$ cat config.mk
export PLATFORM = sky130hd
export DESIGN_NAME = mips_cpu_hilo_div
export DESIGN_NICKNAME = d
export VERILOG_FILES = /design/src/rtl/mips_cpu_hilo_div_pkg.sv /design/src/rtl/mips_cpu_divideru.sv /design/src/rtl/mips_cpu_hilo_div.sv
export SDC_FILE = /design/constraint.sdc
export NUM_CORES = 1
export LEC_CHECK = 0
export ABC_AREA = 0
export CAP_MARGIN = 40
export CORE_MARGIN = 2
export CORE_UTILIZATION = 35
export CTS_CLUSTER_DIAMETER = 120
export DETAILED_ROUTE_END_ITERATION = 10
export MAX_ROUTING_LAYER = met4
export PLACE_DENSITY = 0.54
export SYNTH_ARGS = -nofsm -noshare
export SYNTH_HDL_FRONTEND = slang
export SYNTH_HIERARCHICAL = 1
export SYNTH_SLANG_ARGS = --single-unit
$ cat constraint.sdc
create_clock -name clk -period 4.5 [get_ports clk]
set_clock_uncertainty 0.05 [all_clocks]
set_input_delay 1.35 -clock clk [delete_from_list [all_inputs] [get_ports clk]]
set_output_delay 1.35 -clock clk [all_outputs]
set_load 0.02 [all_outputs]
$ cat src/rtl/mips_cpu_hilo_div_pkg.sv
// Shared definitions for the HI/LO divide unit: request codes, control states
// and the request-to-result latencies seen at the hi/lo outputs.
package mips_cpu_hilo_div_pkg;

   typedef enum logic [2:0] {
      OP_NOP  = 3'd0,
      OP_DIV  = 3'd1,
      OP_DIVU = 3'd2,
      OP_MTHI = 3'd3,
      OP_MTLO = 3'd4
   } op_e;

   typedef enum logic [1:0] {
      ST_IDLE  = 2'd0,
      ST_START = 2'd1,
      ST_WAIT  = 2'd2,
      ST_FIX   = 2'd3
   } state_e;

   // Rising edges from the accepting edge to the hi/lo update.
   localparam int DIV_LAT      = 34;
   localparam int DIV_LAT_ZERO = 3;

   // Two's-complement magnitude; 0x80000000 maps to itself, read as unsigned.
   function automatic logic [31:0] mag32(input logic [31:0] v);
      return v[31] ? (~v + 32'd1) : v;
   endfunction

endpackage

$ cat src/rtl/mips_cpu_divideru.sv
// Unsigned iterative restoring divider, one quotient bit per clock.
// The first bit is produced on the start edge, so a nonzero dividend finishes
// 32 edges after start is sampled; a zero dividend finishes on the start edge.
// done stays high until the next start.
module mips_cpu_divideru (
   input  logic        clk_i,
   input  logic        rst_i,
   input  logic        start_i,
   input  logic [31:0] dividend_i,
   input  logic [31:0] divisor_i,
   output logic [31:0] quotient_o,
   output logic [31:0] remainder_o,
   output logic        done_o,
   output logic        dbz_o
);

   logic [31:0] rem_q, rem_d;
   logic [31:0] quo_q, quo_d;
   logic [31:0] dvs_q, dvs_d;
   logic [5:0]  cnt_q, cnt_d;
   logic        run_q, run_d;
   logic        done_q, done_d;
   logic        dbz_q, dbz_d;
   logic [63:0] step;

   // One restoring step: shift the next dividend bit in, subtract if it fits.
   function automatic logic [63:0] div_step(input logic [31:0] r,
                                            input logic [31:0] q,
                                            input logic [31:0] d);
      logic [32:0] sh;
      logic [32:0] diff;
      sh   = {r, q[31]};
      diff = sh - {1'b0, d};
      if (sh >= {1'b0, d}) return {diff[31:0], q[30:0], 1'b1};
      else                 return {sh[31:0], q[30:0], 1'b0};
   endfunction

   // Next-state: load and first step on start, then iterate until the count expires.
   always_comb begin
      rem_d  = rem_q;
      quo_d  = quo_q;
      dvs_d  = dvs_q;
      cnt_d  = cnt_q;
      run_d  = run_q;
      done_d = done_q;
      dbz_d  = dbz_q;
      step   = 64'd0;
      if (start_i) begin
         dvs_d  = divisor_i;
         dbz_d  = (divisor_i == 32'd0);
         done_d = 1'b0;
         if (dividend_i == 32'd0) begin
            rem_d  = 32'd0;
            quo_d  = 32'd0;
            run_d  = 1'b0;
            done_d = 1'b1;
         end else begin
            step           = div_step(32'd0, dividend_i, divisor_i);
            {rem_d, quo_d} = step;
            cnt_d          = 6'd31;
            run_d          = 1'b1;
         end
      end else if (run_q) begin
         step           = div_step(rem_q, quo_q, dvs_q);
         {rem_d, quo_d} = step;
         cnt_d          = cnt_q - 6'd1;
         if (cnt_q == 6'd1) begin
            run_d  = 1'b0;
            done_d = 1'b1;
         end
      end
   end

   // State registers; reset abandons any divide in progress.
   always_ff @(posedge clk_i or posedge rst_i) begin
      if (rst_i) begin
         rem_q  <= 32'd0;
         quo_q  <= 32'd0;
         dvs_q  <= 32'd0;
         cnt_q  <= 6'd0;
         run_q  <= 1'b0;
         done_q <= 1'b0;
         dbz_q  <= 1'b0;
      end else begin
         rem_q  <= rem_d;
         quo_q  <= quo_d;
         dvs_q  <= dvs_d;
         cnt_q  <= cnt_d;
         run_q  <= run_d;
         done_q <= done_d;
         dbz_q  <= dbz_d;
      end
   end

   assign quotient_o  = quo_q;
   assign remainder_o = rem_q;
   assign done_o      = done_q;
   assign dbz_o       = dbz_q;

endmodule

$ cat src/rtl/mips_cpu_hilo_div.sv
// HI/LO register pair with a multi-cycle signed/unsigned divide.
// Signed divides run on magnitudes in the unsigned divider; signs are
// reapplied in FIX. MTHI/MTLO and divide-by-zero complete in one edge.
module mips_cpu_hilo_div
   import mips_cpu_hilo_div_pkg::*;
(
   input  logic        clk,
   input  logic        reset_n,
   input  logic        op_valid,
   input  logic [2:0]  op_code,
   input  logic [31:0] op_a,
   input  logic [31:0] op_b,
   output logic        busy,
   output logic [31:0] hi,
   output logic [31:0] lo,
   output logic        dbz
);

   state_e      state_q, state_d;
   logic [31:0] hi_q, hi_d;
   logic [31:0] lo_q, lo_d;
   logic        dbz_q, dbz_d;
   logic [31:0] mag_a_q, mag_a_d;
   logic [31:0] mag_b_q, mag_b_d;
   logic        neg_q_q, neg_q_d;
   logic        neg_r_q, neg_r_d;

   logic [31:0] div_quo;
   logic [31:0] div_rem;
   logic        div_done;
   logic        div_dbz_unused;
   logic        div_start;

   assign div_start = (state_q == ST_START);

   mips_cpu_divideru u_divu (
      .clk_i       (clk),
      .rst_i       (~reset_n),
      .start_i     (div_start),
      .dividend_i  (mag_a_q),
      .divisor_i   (mag_b_q),
      .quotient_o  (div_quo),
      .remainder_o (div_rem),
      .done_o      (div_done),
      .dbz_o       (div_dbz_unused)
   );

   // Request decode and divide sequencing. START leaves unconditionally, so a
   // done left over from the previous divide is never acted on.
   always_comb begin
      state_d = state_q;
      hi_d    = hi_q;
      lo_d    = lo_q;
      dbz_d   = dbz_q;
      mag_a_d = mag_a_q;
      mag_b_d = mag_b_q;
      neg_q_d = neg_q_q;
      neg_r_d = neg_r_q;
      case (state_q)
         ST_IDLE: begin
            if (op_valid) begin
               case (op_code)
                  OP_MTHI: hi_d = op_a;
                  OP_MTLO: lo_d = op_a;
                  OP_DIV, OP_DIVU: begin
                     if (op_b == 32'd0) begin
                        dbz_d = 1'b1;
                     end else begin
                        dbz_d   = 1'b0;
                        state_d = ST_START;
                        if (op_code == OP_DIV) begin
                           mag_a_d = mag32(op_a);
                           mag_b_d = mag32(op_b);
                           neg_q_d = op_a[31] ^ op_b[31];
                           neg_r_d = op_a[31];
                        end else begin
                           mag_a_d = op_a;
                           mag_b_d = op_b;
                           neg_q_d = 1'b0;
                           neg_r_d = 1'b0;
                        end
                     end
                  end
                  default: ;
               endcase
            end
         end
         ST_START: state_d = ST_WAIT;
         ST_WAIT:  if (div_done) state_d = ST_FIX;
         ST_FIX: begin
            lo_d    = neg_q_q ? (32'd0 - div_quo) : div_quo;
            hi_d    = neg_r_q ? (32'd0 - div_rem) : div_rem;
            state_d = ST_IDLE;
         end
         default: state_d = ST_IDLE;
      endcase
   end

   // Architectural and control registers, cleared immediately by reset.
   always_ff @(posedge clk or negedge reset_n) begin
      if (!reset_n) begin
         state_q <= ST_IDLE;
         hi_q    <= 32'd0;
         lo_q    <= 32'd0;
         dbz_q   <= 1'b0;
         mag_a_q <= 32'd0;
         mag_b_q <= 32'd0;
         neg_q_q <= 1'b0;
         neg_r_q <= 1'b0;
      end else begin
         state_q <= state_d;
         hi_q    <= hi_d;
         lo_q    <= lo_d;
         dbz_q   <= dbz_d;
         mag_a_q <= mag_a_d;
         mag_b_q <= mag_b_d;
         neg_q_q <= neg_q_d;
         neg_r_q <= neg_r_d;
      end
   end

   assign busy = (state_q != ST_IDLE);
   assign hi   = hi_q;
   assign lo   = lo_q;
   assign dbz  = dbz_q;

endmodule

### After elaboration in Yosys (flattened, before gate mapping)

Index checks and enable logic that the tools add are counted.

* flip-flop bits (word level): 237
* logic and storage cells: 96
* output and inout bits: 66
* bits of input ports: 70

* bitwise logic cells: 4
* reductions and logical operators: 15
* equal/unequal tests: 15
* $lt $le $gt $ge: 2
* muxes and demuxes: 39
* add/sub/neg operators: 7

Operators by type and width (number)
* two-way mux 32 bit: 16
* two-way mux 64 bit: 2
* case mux 32 bit (2 select lines): 2
* adder 32 x 1 -> 32 bit (second input constant): 2
* logical NOT 32 bit: 2
* inverter 32 bit: 2
* subtractor 1 x 32 -> 32 bit (first input constant): 2
* greater-or-equal comparator 33 x 32 -> 1 bit: 1
* greater-or-equal comparator 1 x 32 -> 1 bit: 1
* subtractor 1 x 32 -> 32 bit: 1
* subtractor 32 bit: 1
* two-way mux 6 bit: 3
* two-way mux 1 bit: 11
* AND reduction 3 bit: 3
* two-way mux 2 bit: 4
* inequality test 2 x 1 -> 1 bit (second input constant): 4
* case mux 2 bit (4 select lines): 1
* AND reduction 4 bit: 2
* nonzero test 2 bit: 4
* == test 3 x 2 -> 1 bit (second input constant): 2
* == test 6 x 1 -> 1 bit (second input constant): 1
* inequality test 2 bit (second input constant): 3
* subtractor 6 x 1 -> 6 bit (second input constant): 1
* == test 2 bit (second input constant): 2
* other kinds (8): 9

### Depth between registers and ports, before layout

Gate-level depths: netlist (run 1).

* word-level depth: 5
* gate-level depth with buffers: 12
* mapped depth without buffers: 12

### Cells and area by module

Netlist (run 1), hierarchy kept.

By module, submodules not included
* mips_cpu_hilo_div: cells each 985, area an instance 8623.3 um2, seq. area each 3328.2 um2, times used 1
* mips_cpu_divideru: cells each 802, area an instance 6875.3 um2, seq. area each 2627.5 um2, times used 1

### Worst setup path after synthesis (run 1)

No wires, ideal clock.

* kind: in2reg
* from: input op_b[0]
* to: register mag_b_q[31]
* library setup time: 121 ps
* slack: 892 ps
* path buffers: 3
* arrival: 3437 ps
* cell stages on the path: 10
* cells stage by stage: inv_1 > ha_1 > or4b_4 > or3_1 > buf_2 > o41ai_2 > buf_4 > buf_6 > a21oi_1 > a22o_1

* cells in the longest elaborated chain, start to end: 4

RTL lines
* start, declared: line mips_cpu_hilo_div.sv:12 `input logic [31:0] op_b,`
* inverter 32 bit: line mips_cpu_hilo_div_pkg.sv:26 `return v[31] ? (~v + 32'd1) : v;`
* adder 32 x 1 -> 32 bit: line mips_cpu_hilo_div_pkg.sv:26
* two-way mux 32 bit: line mips_cpu_hilo_div_pkg.sv:26
* two-way mux 32 bit: line mips_cpu_hilo_div.sv:71 `if (op_code == OP_DIV) begin`
* end signal, assigned: line mips_cpu_hilo_div.sv:116 `mag_b_q <= mag_b_d;`
* end, declared: line mips_cpu_hilo_div.sv:24 `logic [31:0] mag_b_q, mag_b_d;`

Parallel ways exist; a longest one is shown, timed or not.
A chain may end at the register's enable or synchronous reset.

### Worst setup path in the final report (run 1)

* from: input op_b[1]
* to: register mag_a_q[31]

* cells in the longest elaborated chain, start to end: 3

RTL lines
* logical NOT 32 bit: line mips_cpu_hilo_div.sv:66 `if (op_b == 32'd0) begin`
* inverter 1 bit (no source line)
* AND reduction 4 bit (no source line)
* end signal, assigned: line mips_cpu_hilo_div.sv:115 `mag_a_q <= mag_a_d;`
* end, declared: line mips_cpu_hilo_div.sv:23 `logic [31:0] mag_a_q, mag_a_d;`

Every way passes these cells.

==> results of run 1 <==
==> report_power, final <==
group	switching [mW]	internal, mW
Combinational	5.01	3.53
Sequential	1.29	3.19
Clock	0.944	1.56
Total	7.24	8.27
==> cell type report <==
| cell class | instances | area (um2) |
|---|---|---|
| diodes | 1 | 2.50 |
| clock inverters | 10 | 181 |
| flip-flops and latches | 237 | 5930 |
| clock buffers | 40 | 827 |
| repair buffers | 196 | 1910 |
| fillers | 4435 | 25300 |
| inverters | 62 | 238 |
| well taps | 592 | 741 |
| multi-input cells | 1364 | 8820 |
==> metal layers <==
layer | vias to the layer above | wire [um] | global-route usage
met1 | 6877 | 26200 | 0.343
met2 | 473 | 22600 | 0.345
met5 | - | 0 | -
li1 | 6771 | - | -
met4 | 0 | 1320 | 0.0567
met3 | 66 | 3810 | 0.0452
==> flip-flops by register name (all words and copies together) (netlist names) <==
| register | cells |
|---|---|
| mag_a_q | 32 |
| u_divu/cnt_q | 6 |
| lo | 32 |
| u_divu/dvs_q | 32 |
| u_divu/done_o | 1 |
| u_divu/remainder_o | 32 |
| u_divu/quotient_o | 32 |
| neg_q_q | 1 |
| mag_b_q | 32 |
| neg_r_q | 1 |
| u_divu/run_q | 1 |
| hi | 32 |
| dbz | 1 |
| state_q | 2 |
==> final timing paths <==
check,endpoint,slack [ns],cells past startpoint
setup / recovery,mag_a_q[31],0.76,9
hold reg to reg,u_divu/cnt_q[5],0.42,1
min in group asynchronous,lo[15],0.71,1
hold / removal,u_divu/cnt_q[5],0.42,1
max in group asynchronous,u_divu/remainder_o[15],2.29,4
setup reg to reg,u_divu/remainder_o[30],0.98,9
==> metrics by stage <==
step | power (mW) | utilization | hold slack, ns | area (um2) | instances
after CTS | 15.5 | 0.424 | 0.426 | 18600 | 2501
final | 15.5 | 0.424 | 0.422 | 18600 | 2502
after global routing | 16.6 | 0.424 | 0.443 | 18600 | 2501
after detailed placement | 12.9 | 0.401 | 0.417 | 17600 | 2451
after floorplan | 10.1 | - | 0.391 | 15500 | 1784
after global placement | 12.7 | 0.399 | 0.411 | 17500 | 2446
==> results.md, run 1 <==
* Yosys Warn Count at 6
* Area of the core at 43900 um2
* CP Data Arrival Time at 4.20 ns
* Crit path setup slack, layout at 0.761 ns
* Die Ht at 214 um
* Syn nets at 1899
* CTS tree: built
* Clk_lat worst skew at 0.57 ns
* Crit path largest cell delay at 0.50 ns
* Area Overhead vs Synth at 20.6%
* Reg clk slew, reported paths at 0.06 ns
* Hold buffers post-CTS at 0
* CP Capture Type: register
* Die Area at 45900 um2
* Clock sinks at 237
* Mapped Cells at 1784
* Critical Path RT at 4.96 ns
* Final hold vios at 0
* Setup crit start: op_b[1]
* Clk buf depth at 3
* DRT iter0 DRCs at 1223
* Dpl hpwl at 41.0 mm
* Reg2reg start: u_divu/remainder_o[8]
* Worst rel slew slack at 0.385
* Cell Area, Synth at 15500 um2
* Critical-path top delay cell: or3_1
* Overall Global Routing Usage at 0.239
* RSZ-0062 raised after global routing: no
* Drt total wl at 54.0 mm
* Syn Area/Cell at 8.67 um2
* Largest net degree at the start of global routing at 103
* Grt total ovfl at 0
* Maximum clock frequency at 267 MHz
* Cell Chain, Critical Path: clkdlybuf4s50_1 > inv_1 > ha_1 > or4b_4 > or3_1 > o41ai_4 > buf_12 > and2_1 > a31o_2
* Gp weighted congestion at 0.931
* Setup bufs post-CTS at 0
* Setup Viol. Count Final at 0
* Max VDD drop at 0.000353 V
* CTS Buf Count at 29
* Commonest non-fill, non-tap cell in the layout: dfrtp_1
* CTS root buf: clkbuf_16
* Initial antenna violation count at 0
* Kind of critical path: primary input to register
* Antenna viol nets, final at 0
* Row count at 77
* DRC at 0
* 1st-pass router iterations at 6
* Max Cap Viol at 0
* Avg WL per Cell at 21.6 um
* Final Critical Period at 3.74 ns
* Slew Viols, Final at 0
* Starting Density at 0.352
* Input/output buffers at 135
* # nets final at 2005
* Outcome: finished, final reports clean
* Power Dens Cells at 832 nW/um2
* Slew @ Worst Pin at 0.914 ns
* Worst slack, placed at 0.162 ns
* Die width at 214 um
* Number of H-tree levels at 1
* Via/cell ratio at 5.67
* Vias in the first global route at 13463
* Crit Path Max Fanout at 102
* Final period utilization at 0.831
* Total Neg Setup Slack at 0 ns
* Cell family with most CP delay: simple AND/OR/NAND/NOR gates
* CP Buf/Inv Count at 3
* First-pass GRT wire length at 83.1 mm
* Commonest cells after routing, fill and taps aside: dfrtp_1 (237), nand2_1 (171), nor2_1 (165)
* Startpoint Class: primary input
* Worst Hold Launch: u_divu/cnt_q[5]
* Total number of vias at 14187
* Post-cts gate resize count at 0
* Hold Path Class: register to register
* Share of post-route cells with drive strength above 1 at 0.0828
* I/O pins at 136
* Leakage power at 7.44 nW
No activity file was read; power rests on OpenSTA's default activity.
==> run 2: changes to the inputs <==
--- a/config.mk
+++ b/config.mk
@@ -12,7 +12,7 @@
 export CTS_CLUSTER_DIAMETER = 120
 export DETAILED_ROUTE_END_ITERATION = 10
 export MAX_ROUTING_LAYER = met4
-export PLACE_DENSITY = 0.54
+export PLACE_DENSITY = 0.56
 export SYNTH_ARGS = -nofsm -noshare
 export SYNTH_HDL_FRONTEND = slang
 export SYNTH_HIERARCHICAL = 1
==> constraint.sdc (replaced) <==
create_clock -name clk -period 3.33 [get_ports clk]
set_clock_uncertainty 0.05 [all_clocks]
set_input_delay 0.999 -clock clk [delete_from_list [all_inputs] [get_ports clk]]
set_output_delay 0.999 -clock clk [all_outputs]
set_load 0.02 [all_outputs]
==> run 2 against run 1 <==
Net effect:
- die area is the same
- register-to-register slack got worse by 0.79 ns
- clock power rose by 36%
- global-route usage rose by 0.58 points
- setup slack got worse by 0.59 ns
- total power rose by 40%
- cell count up 4.8%
- sequential share of layout area decreased by 1.5 points
- worst hold slack lost 0.0037 ns
- critical path depth decreased by 2
- sequential power is 27% higher
==> results.md, run 2 (same netlist as run 1, synthesis figures left out) <==
* Post-cts gate resize count at 0 (unchanged)
* Initial antenna violation count at 1 (+1)
* Die Ht at 214 um (unchanged)
* Max Cap Viol at 0 (unchanged)
* Crit-path most repeated cell: or4_1
* Max VDD drop at 0.000484 V (+37%)
* Area of the core at 43900 um2 (unchanged)
* CTS tree: built
* R2R cell count at 13 (+4)
* Dpl hpwl at 43.1 mm (+5.2%)
* Finished Layout Cells at 2621 (+4.8%)
* Overall Global Routing Usage at 0.244 (+0.00582)
* Power Total at 21.7 mW (+40%)
* Critical Path RT at 3.73 ns (-1.23 ns)
* CTS Buf Count at 28 (-3.4%)
* Crit path largest cell delay at 0.61 ns (+0.11 ns)
* # nets final at 2122 (+5.8%)
* Commonest non-fill, non-tap cell in the layout: dfrtp_1
* Hold path endpoint: u_divu/cnt_q[5]
* Placed cells at 2569 (+4.8%)
* Flop pwr share at 0.261 (-0.027)
* Slew @ Worst Pin at 0.769 ns (-0.145 ns)
* Hold Slack at 0.419 ns (-0.00367 ns)
* Avg WL per Cell at 21.2 um (-1.5%)
* CP Buf/Inv Count at 2 (-1)
* Antenna viol nets, final at 0 (unchanged)
* Area Overhead vs Synth at 26.5%
* Cell family with most CP delay: simple AND/OR/NAND/NOR gates
* Number of H-tree levels at 1 (unchanged)
* DRT iter0 DRCs at 1530 (+25%)
* Die Area at 45900 um2 (unchanged)
* Kind of critical path: primary input to register
* Clock power frac at 0.156 (-0.005)
* Hold buffers post-CTS at 0 (unchanged)
* Hold Path Class: register to register
* Critical-path top delay cell: or4_1
* Drt total wl at 55.7 mm (+3.2%)
* Internal at 11.6 mW (+41%)
* Filler instances at 4352 (-1.9%)
* CP Capture Type: register
* Utilization after layout at 0.445 (+0.0209)
* Final period utilization at 0.948
* Setup bufs post-CTS at 0 (unchanged)
* 1st-pass router iterations at 5 (-1)
* Final hold vios at 0 (unchanged)
* Input/output buffers at 135 (unchanged)
* CTS root buf: clkbuf_16
* Die width at 214 um (unchanged)
* Crit Path Max Fanout at 10 (-90%)
* First-pass GRT wire length at 85.2 mm (+2.5%)
* Worst Hold Launch: u_divu/cnt_q[5]
* Slew Viols, Final at 0 (unchanged)
* Via/cell ratio at 5.68 (+0.10%)
* Final Critical Period at 3.16 ns
* Register-to-Register Setup Slack at 0.19 ns (-0.79 ns)
* Clk buf depth at 3 (unchanged)
* Total number of vias at 14877 (+4.9%)
* Gate power share at 0.582 (+0.032)
* DRC at 0 (unchanged)
* Hold Path Stages at 1 (unchanged)
* Leakage power at 8.00 nW (+7.6%)
* Worst slack, placed at -0.411 ns (-0.573 ns)
* Reg2reg start: u_divu/quotient_o[31]
* Cell Chain, Critical Path: clkdlybuf4s50_1 > or4_1 > or4_1 > buf_4 > nor4_1 > nor3_1 > o31a_1
* Row count at 77 (unchanged)
* Vias in the first global route at 13884 (+3.1%)
* Commonest cells after routing, fill and taps aside: dfrtp_1 (237), nand2_1 (171), buf_4 (170)
* Diodes inserted at 0 (-1)
* Worst rel slew slack at 0.487 (+0.102)
* Largest net degree at the start of global routing at 134 (+30%)
* Outcome: finished, final reports clean
* CP Data Arrival Time at 3.56 ns (-0.64 ns)
* Post-place instance area at 18500 um2 (+5.2%)
* RSZ-0062 raised after global routing: no
* RR Endpoint: u_divu/remainder_o[28]
* Reg clk slew, reported paths at 0.06 ns (about the same)
* Maximum clock frequency at 317 MHz
* Share of post-route cells with drive strength above 1 at 0.138 (+0.0557)
* Starting Density at 0.352 (unchanged)
* Switch Pwr at 10.0 mW (+39%)
* Total Neg Setup Slack at 0 ns (unchanged)
* Power Dens Cells at 1110 nW/um2 (+33%)
* I/O pins at 136 (unchanged)
* Clock sinks at 237 (unchanged)
* Crit path setup slack, layout at 0.174 ns (-0.587 ns)
* Startpoint Class: primary input
* Grt total ovfl at 0 (unchanged)
* Switching Share at 0.463 (-0.00326)
* Post-route cell area at 19600 um2 (+4.9%)
* Setup Viol. Count Final at 0 (unchanged)
* Gp weighted congestion at 0.919 (-1.4%)
* Clk_lat worst skew at 0.57 ns (about the same)
run 2: cell types whose count changed in the layout (fill, tap and decap cells not counted), moves of 3 or more:
cell and delta:
buf_4 +116, clkinv_2 +3, buf_12 +5, clkinvlp_4 +3
run 2: power groups by stage:
stage | clock (mW) | sequential [mW] | combinational [mW]
global route | 3.56 | 5.83 | 13.8
detailed placement | 0 | 5.69 | 12.4
floorplan | 0 | 5.78 | 7.84
global placement | 0 | 5.68 | 12.2
CTS | 3.45 | 5.64 | 12.5
finish | 3.39 | 5.67 | 12.6
run 2: layout make-up:
cell class	count	area, um2	area share
multi-input combinational	1364	8820	0.451
sequential	237	5930	0.303
timing repair buffer	314	2820	0.144
clock buffer	36	792	0.0405
tap	592	741	0.0379
inverter	62	241	0.0123
clock inverter	16	220	0.0113
run 2: routing by layer:
layer,vias to the layer above,global-route usage,share of wire,wire [um]
li1,6987,-,-,-
met1,7299,0.358,0.48,26900
met2,509,0.348,0.42,23400
met3,82,0.0383,0.072,3990
met4,0,0.0650,0.024,1340
met5,-,-,0,0
run 2: worst register-to-register path, delay by kind of cell (launching register included):
| family | cells | cell delay (ns) |
|---|---|---|
| DFF | 1 | 0.37 |
| and+or+nand+nor | 1 | 0.15 |
| buffers and inverters | 3 | 0.31 |
| muxes | 1 | 0.26 |
| AOI/OAI and AO/OA | 6 | 1.25 |
| adders and majority gates | 2 | 0.63 |
run 2: how the worst max path moves through the flow:
| stage | startpoint | endpoint | slack, ns | cells past startpoint |
|---|---|---|---|---|
| floorplan | op_b[0] | mag_b_q[31] | 0.07 | 10 |
| detailed placement | op_b[12] | mag_b_q[29] | -0.41 | 7 |
| global placement | op_b[12] | mag_b_q[29] | -0.38 | 7 |
| global route | u_divu/quotient_o[31] | u_divu/remainder_o[28] | 0.02 | 13 |
| finish | op_b[12] | mag_b_q[29] | 0.17 | 7 |
| CTS | op_b[12] | mag_b_q[29] | 0.18 | 7 |
==> run 3: changes to the inputs <==
--- a/config.mk
+++ b/config.mk
@@ -13,6 +13,7 @@
 export DETAILED_ROUTE_END_ITERATION = 10
 export MAX_ROUTING_LAYER = met4
 export PLACE_DENSITY = 0.56
+export SLEW_MARGIN = 20
 export SYNTH_ARGS = -nofsm -noshare
 export SYNTH_HDL_FRONTEND = slang
 export SYNTH_HIERARCHICAL = 1
==> run 3 against run 2 <==
Net effect:
- fmax about the same
- register-to-register slack improved by 0.04 ns
- sequential share of layout area about the same
- critical path depth increased by 3
- core utilization decreased by 0.071 points
- worst hold slack about the same
- combinational power about the same
- largest power group unchanged
==> results.md, run 3 (same netlist as run 1, synthesis figures left out) <==
* Outcome: finished, final reports clean
* Final Critical Period at 3.15 ns (-0.00314 ns)
* Maximum clock frequency at 317 MHz (about the same)
* CTS root buf: clkbuf_16
* Vias in the first global route at 13783 (-0.73%)
* DRT iter0 DRCs at 1386 (-9.4%)
* Power Dens Cells at 1110 nW/um2 (-0.11%)
* Hold Path Stages at 1 (unchanged)
* First-pass GRT wire length at 84.7 mm (-0.58%)
* Post-place instance area at 18500 um2 (about the same)
* CP Data Arrival Time at 3.59 ns (+0.03 ns)
* Row count at 77 (unchanged)
* Area Overhead vs Synth at 26.3%
* Clk buf depth at 3 (unchanged)
* Reg clk slew, reported paths at 0.06 ns (about the same)
* I/O pins at 136 (unchanged)
* Die Ht at 214 um (unchanged)
* CP Buf/Inv Count at 4 (+2)
* Drt total wl at 55.7 mm (+0.12%)
* Register-to-Register Setup Slack at 0.23 ns (+0.04 ns)
* # nets final at 2123 (+0.047%)
* Clk_lat worst skew at 0.56 ns (about the same)
* Number of H-tree levels at 1 (unchanged)
* Initial antenna violation count at 1 (unchanged)
* Critical-path top delay cell: or4b_4
* Setup bufs post-CTS at 0 (unchanged)
* Leakage power at 7.99 nW (-0.15%)
* Overall Global Routing Usage at 0.243 (-0.00135)
* Input/output buffers at 135 (unchanged)
* CTS tree: built
* Final hold vios at 0 (unchanged)
* Gp weighted congestion at 0.919 (unchanged)
* Avg WL per Cell at 21.3 um (+0.12%)
* Cell Chain, Critical Path: clkdlybuf4s50_1 > inv_1 > ha_1 > or4b_4 > or3_1 > o41ai_4 > buf_12 > buf_12 > nand2_1 > o21ai_1
* CP Capture Type: register
* Commonest cells after routing, fill and taps aside: dfrtp_1 (237), nand2_1 (171), buf_4 (170)
* Largest net degree at the start of global routing at 134 (unchanged)
* Hold path endpoint: u_divu/cnt_q[5]
* Slew @ Worst Pin at 0.774 ns (+0.00471 ns)
* Placed cells at 2569 (unchanged)
* Grt total ovfl at 0 (unchanged)
* Finished Layout Cells at 2621 (unchanged)
* Critical Path RT at 3.77 ns (+0.04 ns)
* Cell family with most CP delay: simple AND/OR/NAND/NOR gates
* Die Area at 45900 um2 (unchanged)
* Power Total at 21.6 mW (-0.27%)
* Crit Path Max Fanout at 36 (+26)
* Max Cap Viol at 0 (unchanged)
* R2R cell count at 11 (-2)
* Dpl hpwl at 43.1 mm (about the same)
* Setup Viol. Count Final at 0 (unchanged)
* Startpoint Class: primary input
* DRC at 0 (unchanged)
* Hold Slack at 0.419 ns (+0.000381 ns)
* Max VDD drop at 0.000537 V (+11%)
* Clock sinks at 237 (unchanged)
* Starting Density at 0.352 (unchanged)
* RR Endpoint: u_divu/remainder_o[11]
* Share of post-route cells with drive strength above 1 at 0.136 (-0.00240)
* Antenna viol nets, final at 0 (unchanged)
* Hold Path Class: register to register
* Post-route cell area at 19500 um2 (-0.16%)
* Kind of critical path: primary input to register
* Final period utilization at 0.947 (about the same)
* Worst Hold Launch: u_divu/cnt_q[5]
* Total number of vias at 14800 (-0.52%)
* Crit path depth at 10 (+3)
* Crit path largest cell delay at 0.46 ns (-0.15 ns)
* Total Neg Setup Slack at 0 ns (unchanged)
* RSZ-0062 raised after global routing: no
* Commonest non-fill, non-tap cell in the layout: dfrtp_1
* Area of the core at 43900 um2 (unchanged)
* CTS Buf Count at 29 (+3.6%)
* Die width at 214 um (unchanged)
* Via/cell ratio at 5.65 (-0.52%)
* 1st-pass router iterations at 5 (unchanged)
* Reg2reg start: u_divu/dvs_q[10]
* Slew Viols, Final at 0 (unchanged)
* Crit-path most repeated cell: buf_12
* Worst rel slew slack at 0.484 (-0.00314)
[run 3: cell types whose count changed in the layout (fill, tap and decap cells not counted), sizes merged]
| cell | delta |
|---|---|
| clkbuf | +6 |
| clkinv | -5 |
| clkinvlp | -2 |
| bufinv | -1 |
| diode | +1 |
| inv | +1 |
[run 3: routing by layer]
metal | global-route usage | vias to the layer above | wire, um
met5 | - | - | 0
met4 | 0.0595 | 0 | 1240
met3 | 0.0369 | 73 | 4120
met2 | 0.345 | 521 | 23400
met1 | 0.360 | 7207 | 27000
li1 | - | 6999 | -
[run 3: per-stage QoR]
step | utilization | setup WS (ns)
2_1_floorplan | - | 0.0731
3_3_place_gp | 0.421 | -0.376
3_5_place_dp | 0.422 | -0.412
4_1_cts | 0.444 | 0.183
5_1_grt | 0.444 | 0.0246
6_report | 0.445 | 0.177
[run 3: how the worst max path moves through the flow]
stage	slack [ns]	end	startpoint
5_1_grt	0.02	mag_b_q[29]	op_b[12]
3_3_place_gp	-0.38	mag_b_q[29]	op_b[12]
2_1_floorplan	0.07	mag_b_q[31]	op_b[0]
4_1_cts	0.18	mag_b_q[29]	op_b[12]
3_5_place_dp	-0.41	mag_a_q[5]	op_b[1]
6_report	0.18	mag_a_q[13]	op_b[1]
[run 3: what timing repair did]
action,in CTS,in global routing
setup endpoints to repair,0,1
hold buffers,0,0
gates resized for setup,0,1
[run 3: power by group]
group,internal [mW],total (mW),switching (mW),leakage [nW]
Sequential,4.31,5.68,1.37,2.87
Clock,2.04,3.34,1.30,0.483
Combinational,5.25,12.6,7.37,4.63
Total,11.6,21.6,10.0,7.99
[run 3: worst register-to-register path: stages (launching register included)]
cell and delay, ns:
dfrtp_1 0.36, inv_1 0.18, ha_1 0.33, and2_1 0.20, or3_1 0.40, or2_1 0.28, o311ai_2 0.35, a21o_4 0.33
buf_4 0.23, nor2_1 0.07, a21oi_1 0.12, a21oi_1 0.09
[run 3: final cells by class]
cell class                      instances  area [um2]
Fill cell                            4374       24400
Multi-Input combinational cell       1364        8820
Sequential cell                       237        5930
Timing Repair Buffer                  314        2800
Clock buffer                           42         835
Tap cell                              592         741
Inverter                               62         239
Clock inverter                          9         158
Antenna cell                            1        2.50
